<file path="src/rtl/sha256_job_arbiter.sv">
// Round-robin job arbiter/sequencer in front of a shared sha256_processor.
// Optional stall timeout with ABORT state: define SHA_ARB_TIMEOUT_EN.
module sha256_job_arbiter #(
  parameter int N_REQ          = 4,
  parameter int ID_W           = 2,
  parameter int TIMEOUT_CYCLES = 1024
) (
  input  logic                 clk,
  input  logic                 rst_n,
  input  logic [N_REQ-1:0]     req_valid,
  input  logic [8*N_REQ-1:0]   req_data,
  input  logic [N_REQ-1:0]     req_last,
  output logic [N_REQ-1:0]     req_ready,
  output logic                 proc_rst,
  output logic                 proc_start,
  output logic [7:0]           proc_data,
  output logic                 proc_valid,
  output logic                 proc_last,
  input  logic                 proc_accept,
  input  logic                 proc_done,
  input  logic [255:0]         proc_hash,
  output logic                 resp_valid,
  input  logic                 resp_ready,
  output logic [ID_W-1:0]      resp_id,
  output logic [255:0]         resp_hash,
  output logic                 resp_err,
  output logic                 busy
);

  localparam int unsigned NR = N_REQ;

  if (ID_W != $clog2(N_REQ) || N_REQ < 2 || N_REQ > 8 || TIMEOUT_CYCLES < 1) begin : g_param_check
    $error("sha256_job_arbiter: illegal parameter combination");
  end

`ifdef SHA_ARB_TIMEOUT_EN
  typedef enum logic [2:0] {S_IDLE, S_PRST, S_START, S_STREAM, S_WAIT, S_RESP, S_ABORT} state_t;
`else
  typedef enum logic [2:0] {S_IDLE, S_PRST, S_START, S_STREAM, S_WAIT, S_RESP} state_t;
`endif

  state_t          state, state_n;
  logic [ID_W-1:0] grant, last_grant, pick;
  logic            any_req;
  logic            xfer;

  // Search starts one past the previous winner so every requester gets a turn.
  always_comb begin
    int unsigned idx;
    idx     = '0;
    pick    = '0;
    any_req = 1'b0;
    for (int unsigned k = 1; k <= NR; k++) begin
      idx = 32'(last_grant) + k;
      if (idx >= NR) idx = idx - NR;
      if (!any_req && req_valid[idx[ID_W-1:0]]) begin
        any_req = 1'b1;
        pick    = idx[ID_W-1:0];
      end
    end
  end

  assign xfer = (state == S_STREAM) && req_valid[grant] && proc_accept;

`ifdef SHA_ARB_TIMEOUT_EN
  localparam int unsigned CW = $clog2(TIMEOUT_CYCLES + 1);
  logic [CW-1:0] stall_cnt;
  logic          timed_out;

  assign timed_out = (stall_cnt == CW'(TIMEOUT_CYCLES));

  // Block-gap cycles (valid high, accept low) neither clear nor advance the count.
  always_ff @(posedge clk or negedge rst_n) begin
    if (!rst_n) begin
      stall_cnt <= '0;
    end else begin
      case (state)
        S_STREAM: begin
          if (xfer)                   stall_cnt <= '0;
          else if (!req_valid[grant]) stall_cnt <= stall_cnt + 1'b1;
        end
        S_WAIT:   stall_cnt <= stall_cnt + 1'b1;
        default:  stall_cnt <= '0;
      endcase
    end
  end
`endif

  always_comb begin
    state_n    = state;
    req_ready  = '0;
    proc_start = 1'b0;
    proc_data  = '0;
    proc_valid = 1'b0;
    proc_last  = 1'b0;
    case (state)
      S_IDLE:  if (any_req) state_n = S_PRST;
      S_PRST:  state_n = S_START;
      S_START: begin
        proc_start = 1'b1;
        state_n    = S_STREAM;
      end
      S_STREAM: begin
        req_ready[grant] = proc_accept;
        proc_data        = req_data[{grant, 3'b000} +: 8];
        proc_valid       = req_valid[grant] & proc_accept;
        proc_last        = req_last[grant];
        if (xfer && req_last[grant]) state_n = S_WAIT;
`ifdef SHA_ARB_TIMEOUT_EN
        else if (timed_out)          state_n = S_ABORT;
`endif
      end
      S_WAIT: begin
        if (proc_done)      state_n = S_RESP;
`ifdef SHA_ARB_TIMEOUT_EN
        else if (timed_out) state_n = S_ABORT;
`endif
      end
      S_RESP:  if (resp_ready) state_n = S_IDLE;
`ifdef SHA_ARB_TIMEOUT_EN
      S_ABORT: state_n = S_RESP;
`endif
      default: state_n = S_IDLE;
    endcase
  end

  always_ff @(posedge clk or negedge rst_n) begin
    if (!rst_n) begin
      state      <= S_IDLE;
      grant      <= '0;
      last_grant <= ID_W'(N_REQ - 1);
    end else begin
      state <= state_n;
      if (state == S_IDLE && any_req) begin
        grant      <= pick;
        last_grant <= pick;
      end
    end
  end

`ifdef SHA_ARB_TIMEOUT_EN
  always_ff @(posedge clk or negedge rst_n) begin
    if (!rst_n) begin
      resp_hash <= '0;
      resp_id   <= '0;
      resp_err  <= 1'b0;
    end else if (state == S_WAIT && proc_done) begin
      resp_hash <= proc_hash;
      resp_id   <= grant;
      resp_err  <= 1'b0;
    end else if (state == S_ABORT) begin
      resp_hash <= '0;
      resp_id   <= grant;
      resp_err  <= 1'b1;
    end
  end

  assign proc_rst = ~rst_n | (state == S_PRST) | (state == S_ABORT);
`else
  always_ff @(posedge clk or negedge rst_n) begin
    if (!rst_n) begin
      resp_hash <= '0;
      resp_id   <= '0;
    end else if (state == S_WAIT && proc_done) begin
      resp_hash <= proc_hash;
      resp_id   <= grant;
    end
  end

  assign resp_err = 1'b0;
  assign proc_rst = ~rst_n | (state == S_PRST);
`endif

  assign resp_valid = (state == S_RESP);
  assign busy       = (state != S_IDLE);

endmodule

</file>
<file path="config.mk">
export PLATFORM = sky130hd
export DESIGN_NAME = sha256_job_arbiter
export DESIGN_NICKNAME = d
export VERILOG_FILES = /design/src/rtl/sha256_job_arbiter.sv
export SDC_FILE = /design/constraint.sdc
export NUM_CORES = 1
export LEC_CHECK = 0
export CAP_MARGIN = 20
export CORE_AREA = 4 4 223 225
export CTS_BUF_LIST = sky130_fd_sc_hd__clkbuf_2 sky130_fd_sc_hd__clkbuf_4 sky130_fd_sc_hd__clkbuf_8
export CTS_CLUSTER_DIAMETER = 50
export DETAILED_ROUTE_END_ITERATION = 10
export DIE_AREA = 0 0 227 229
export HOLD_SLACK_MARGIN = 0.12
export SLEW_MARGIN = 5
export SYNTH_ARGS = -nofsm -noshare
export SYNTH_HDL_FRONTEND = slang
export SYNTH_SLANG_ARGS = --single-unit
</file>
<file path="constraint.sdc">
create_clock -name clk -period 2 [get_ports clk]
set_input_delay 0.4 -clock clk [delete_from_list [all_inputs] [get_ports clk]]
set_output_delay 0.4 -clock clk [all_outputs]
set_load 0.01 [all_outputs]
</file>
## After elaboration in Yosys (flattened, before gate mapping)

Cells that the tools add are included.

- Register bits: 265
- Logic and storage cells: 88
- Output and inout bits: 277
- Input bits: 301

- Bitwise logic cells: 4
- $add $sub $neg: 8
- Mux-type cells: 36
- $lt $le $gt $ge: 10
- Reduce and logical (&&, ||, !) cells: 15
- Equality and inequality tests: 9
- Shift-type cells: 1

Operators with widths:

| cell | number |
|---|---|
| $shiftx 32x6->8 | 1 |
| $pmux 3 s6 | 1 |
| $mux 2 | 8 |
| $lt 2x3->1 const B | 5 |
| $mux 1 | 14 |
| $bmux 1 s2 | 6 |
| $mux 3 | 4 |
| $ge 3x3->1 const B | 3 |
| $logic_and 1x1->1 | 9 |
| $mux 8 | 1 |
| $sub 2x1->2 const B | 4 |
| $add 2x2->3 const B | 2 |
| $eq 3x2->1 const B | 2 |
| $eq 3x3->1 const B | 2 |
| $add 2x3->4 const B | 1 |
| $and 4x4->4 | 1 |
| $ge 4x3->1 const B | 1 |
| $mux 4 | 1 |
| $ne 2x1->1 const B | 2 |
| $ne 2x2->1 const B | 2 |
| $reduce_and 4->1 | 1 |
| $add 2x1->3 const B | 1 |
| $eq 3x1->1 const B | 1 |
| $logic_not 1->1 | 3 |
| other kinds (7) | 7 |

## Longest topological paths before layout

- Depth after elaboration: 17
- Depth in mapped cells: 6
- Depth with buffers taken out: 4

## Worst setup path after synthesis

No wires, ideal clock.

- Kind: reg-to-output
- Start: reg grant[0]
- End: out proc_data[1]
- Stages on the path, launching flop included: 5
- Arrival: 1.427 ns
- Path slack: 0.173 ns
- Path buffers: 2
- Cells stage by stage: dfrtp_1 buf_2 buf_2 mux4_2 and2_1

- Cells in the longest elaborated chain, start to end: 2

Ends and longest elaborated chain:

| item | line | source |
|---|---|---|
| start, declared | 43 | `logic [ID_W-1:0] grant, last_grant, pick;` |
| start signal, assigned | 135 | `grant <= pick;` |
| $shiftx 32x6->8 | 105 | `proc_data = req_data[{grant, 3'b000} +: 8];` |
| $mux 8 | 96 | `case (state)` |
| end, declared | 16 | `output logic [7:0] proc_data,` |

No other way between the ends.

## Worst setup path after layout

- Start: reg grant[0]
- End: out proc_last

- Cells in the longest elaborated chain, start to end: 3

Ends and longest elaborated chain:

| item | line | source |
|---|---|---|
| $bmux 1 s2 | 107 | `proc_last = req_last[grant];` |
| $mux 1 (implied by the code) | 107 |  |
| $mux 1 | 96 |  |
| end, declared | 18 | `output logic proc_last,` |

No other way between the ends. The select of a mux whose other input is x is not followed.

==> impl_results.md <==
* Switching part of the total power at 0.2937
* Clock transition at the register clock pins on the worst setup and hold paths after CTS at 0.06 ns
* Hold Path Depth at 2
* Remaining Overflow, GRT at 0
* CTS HTree Levels at 2
* Failing checks: negative setup slack
* Flip-flop and latch count after synthesis at 265
* Overall track demand over capacity in global routing at 0.1280
* Placed Instances at 1,826
* Clock Skew at 0.02591 ns
* Max-cap viol count at 0
* Number of unique standard cell types used by synthesis at 37
* Vertical extent of the die at 229 um
* Wirelength per Cell at 17.99 um
* Buffers on Ports at 576
* PD cells at 1226 nW/um2
* Total half-perimeter wirelength after legalization and detailed placement at 26,920 um
* Number of antenna violations at the first check in global routing at 0
* Num CTS Buffers at 50
* Filler instances at 4,553
* Initial Util at 0.2201
* TritonCTS clock tree: yes
* Net switching power of the design at 6.663 mW
* Number of standard cells after synthesis at 629
* Total length of routed wires at 34,660 um
* Clock power share at 0.234
* Number of top-level pins at 578
* Cell area after placement at 17,160 um2
* Number of design-rule violations left by the first detailed-router iteration at 200
* Kind of critical path: reg2out
* Actual slew at the worst max-slew pin at 0.9034 ns
* Die area at 51,980 um2
* Nets at 1,583
* CP arrival at 1.99 ns
* Kind of end point of the critical path: primary output
* P_int at 16.02 mW
* ANT nets after route at 0
* Core occupancy in the finished layout at 0.3891
* Clock sink count at 265
* Layout cell share with drive strength beyond 1 at 0.1953
* Data required time of the worst path at 1.60 ns
* Area added between synthesis and finish at 76.80%
* Final WS setup at -0.3920 ns
* Area of the placeable core at 47,550 um2
* Final Non-Filler Cells at 1,927
* Pre-CTS setup slack at -0.4749 ns
* Total of warnings raised by yosys at 0
* Maximum fanout along the worst path at 5
* Vias in the first global route at 8,835
* Total power consumption of the routed design at 22.68 mW
* Clock tree root driver cell: sky130_fd_sc_hd__clkbuf_8
* Maximum number of pins on one net before global-route repair at 141
* Sequential share of power at 0.364
* Sequential share of the synthesized area at 0.6340
* Mapped Area at 10,460 um2
* Element type at the critical path start: flop
* Setup repair after global routing missed its margin: true
* Logic gate share of total power at 0.402
* Area of all placed cells without fillers at 18,500 um2
* Synthesized area per cell at 16.64 um2
* Routability-driven placement congestion ratio at 0.7906
* Count of endpoints failing setup in the final report at 14
* Post-layout min period at 2.392 ns
* Final count of pins violating max slew at 0
* Number of vias per cell after detailed routing at 4.074
* Remaining design rule violation count at 0
* Final cycle utilization of the critical path at 1.196
* Vias after detailed routing at 7,851
* Commonest cells after routing, fill and taps aside: 507 x sky130_fd_sc_hd__clkdlybuf4s50_1, 261 x sky130_fd_sc_hd__dfrtp_1, 200 x sky130_fd_sc_hd__mux2_1, 60 x sky130_fd_sc_hd__clkbuf_8, 58 x sky130_fd_sc_hd__mux2_2
* Leak pwr at 9.039 nW
* Core Rows at 80
* Register-to-Register Path Depth at 6
* Slew headroom at 0.3978
* Largest buffer count on any clock path at 3
* FF-to-FF setup slack at 0.10 ns
* Clock insertion delay at the later pin of the skew report at 0.59 ns
* Horizontal die dimension at 227 um
* Global-route wire length before repair at 51,740 um
* Number of nets in the synthesized netlist at 930
* Maximum clock frequency at 0.4181 GHz
* Most common cell after layout, fill and taps aside: sky130_fd_sc_hd__clkdlybuf4s50_1
* Result of the run: finished, violations left
* Worst vdd rail ir drop at 0.6315 mV
* Number of hold violations in the final report at 0
* First-pass detailed-route iteration total at 6
* Path type of the worst min-delay path: in2reg
==> registers in the layout, summed over array words and instances (netlist names) <==
name / flops
resp_hash: 256
last_grant: 2
resp_id: 2
grant: 2
state: 3
==> per-layer routing <==
layer	GRT usage	vias up	routed length, um
li1	-	3562	-
met2	0.2348	383	17770
met3	0.05238	57	3660
met5	0	-	0
met4	0.04236	0	955
met1	0.1313	3849	12280
==> final cells by class <==
cell class / instances / area [um2] / area share
Antenna cell: 1 / 2.502 / 0.0001353
Clock buffer: 74 / 930.9 / 0.05032
Clock inverter: 7 / 71.32 / 0.003855
Inverter: 2 / 10.01 / 0.0005411
Multi-Input combinational cell: 325 / 3592 / 0.1942
Sequential cell: 265 / 6636 / 0.3587
Tap cell: 615 / 769.5 / 0.04159
Timing Repair Buffer: 638 / 6487 / 0.3507
==> cells by family (layout without fill, tap and decap cells) <==
| kind of cell | count (synthesis) | count (layout) | synth area share |
|---|---|---|---|
| buffers and inverters | 39 | 721 | 0.03181 |
| muxes | 269 | 269 | 0.3001 |
| and+or+nand+nor | 35 | 35 | 0.02152 |
| DFF | 265 | 265 | 0.6340 |
| other | 1 | 2 | 0.0003584 |
| AOI/OAI and AO/OA | 20 | 20 | 0.01220 |
==> synthesized netlist by cell type <==
| library cell | instances | area (um2) |
|---|---|---|
| sky130_fd_sc_hd__a21boi_0 | 1 | 7.510 |
| sky130_fd_sc_hd__a21o_1 | 1 | 7.510 |
| sky130_fd_sc_hd__a21oi_1 | 3 | 15.01 |
| sky130_fd_sc_hd__a31oi_1 | 3 | 18.77 |
| sky130_fd_sc_hd__and2_1 | 10 | 62.56 |
| sky130_fd_sc_hd__and3_1 | 2 | 12.51 |
| sky130_fd_sc_hd__and3b_1 | 1 | 8.760 |
| sky130_fd_sc_hd__and4_1 | 1 | 8.760 |
| sky130_fd_sc_hd__buf_1 | 1 | 3.750 |
| sky130_fd_sc_hd__buf_2 | 8 | 40.04 |
| sky130_fd_sc_hd__buf_4 | 5 | 37.54 |
| sky130_fd_sc_hd__buf_6 | 21 | 236.5 |
| sky130_fd_sc_hd__clkbuf_1 | 2 | 7.510 |
| sky130_fd_sc_hd__conb_1 | 1 | 3.750 |
| sky130_fd_sc_hd__dfrtp_1 | 263 | 6581 |
| sky130_fd_sc_hd__dfstp_2 | 2 | 52.55 |
| sky130_fd_sc_hd__inv_1 | 2 | 7.510 |
| sky130_fd_sc_hd__mux2_1 | 200 | 2252 |
| sky130_fd_sc_hd__mux2_2 | 58 | 653.1 |
| sky130_fd_sc_hd__mux2i_1 | 1 | 10.01 |
| sky130_fd_sc_hd__mux4_2 | 10 | 225.2 |
| sky130_fd_sc_hd__nand2_1 | 4 | 15.01 |
| sky130_fd_sc_hd__nand2b_1 | 3 | 18.77 |
| sky130_fd_sc_hd__nand3_1 | 1 | 5.000 |
| sky130_fd_sc_hd__nand3b_1 | 2 | 15.01 |
| sky130_fd_sc_hd__nor2_1 | 2 | 7.510 |
| sky130_fd_sc_hd__nor3_1 | 2 | 10.01 |
| sky130_fd_sc_hd__nor3_4 | 1 | 16.27 |
| sky130_fd_sc_hd__nor3b_1 | 3 | 22.52 |
| sky130_fd_sc_hd__nor4_1 | 1 | 6.260 |
| sky130_fd_sc_hd__o211a_1 | 1 | 10.01 |
| sky130_fd_sc_hd__o21ai_0 | 6 | 30.03 |
| sky130_fd_sc_hd__o21bai_1 | 1 | 7.510 |
| sky130_fd_sc_hd__o221ai_1 | 1 | 8.760 |
| sky130_fd_sc_hd__o31ai_1 | 3 | 22.52 |
| sky130_fd_sc_hd__or3b_2 | 1 | 8.760 |
| sky130_fd_sc_hd__or4_1 | 1 | 7.510 |
==> worst max-delay path: stages, from the launching register on <==
cell                      delay [ns]
sky130_fd_sc_hd__dfrtp_2        0.39
sky130_fd_sc_hd__buf_12         0.13
sky130_fd_sc_hd__buf_6          0.09
sky130_fd_sc_hd__mux4_2         0.53
sky130_fd_sc_hd__and2_4         0.17
sky130_fd_sc_hd__buf_6          0.11
==> final timing paths <==
| kind | endpoint | startpoint |
|---|---|---|
| max in group asynchronous | resp_hash[122]$_DFFE_PN0P_ | rst_n |
| setup reg to reg | resp_hash[171]$_DFFE_PN0P_ | state[1]$_DFFE_PN0P_ |
| min in group asynchronous | resp_hash[7]$_DFFE_PN0P_ | rst_n |
| setup / recovery | proc_last | grant[0]$_DFFE_PN0P_ |
| hold reg to reg | resp_hash[14]$_DFFE_PN0P_ | resp_hash[14]$_DFFE_PN0P_ |
| hold / removal | resp_hash[138]$_DFFE_PN0P_ | proc_hash[138] |
==> through the flow <==
stage	setup TNS, ns	hold WS [ns]
floorplan	0	0.1044
global placement	-30.78	0.4661
detailed placement	-33.92	0.4740
CTS	-5.192	0.3270
global route	-5.583	0.3421
finish	-3.972	0.4031
==> repair_timing <==
action | in CTS | in global routing
endpoints found under the setup margin | 46 | 40
gates resized for setup | 133 | 50
pin swaps | 10 | 7
endpoints found under the hold margin | 263 | 0
hold buffers | 1 | 0
setup buffers | 10 | 7
gates cloned | 1 | 1
==> power groups by stage <==
stage / combinational (mW) / sequential (mW) / clock, mW
after CTS: 8.97 / 8.30 / 5.57
after global routing: 9.71 / 8.54 / 5.82
after detailed placement: 8.75 / 8.37 / 0
after global placement: 8.70 / 8.28 / 0
after floorplan: 2.08 / 9.14 / 0
final: 9.11 / 8.27 / 5.31
Note: power is estimated with default switching activity, not from simulation.
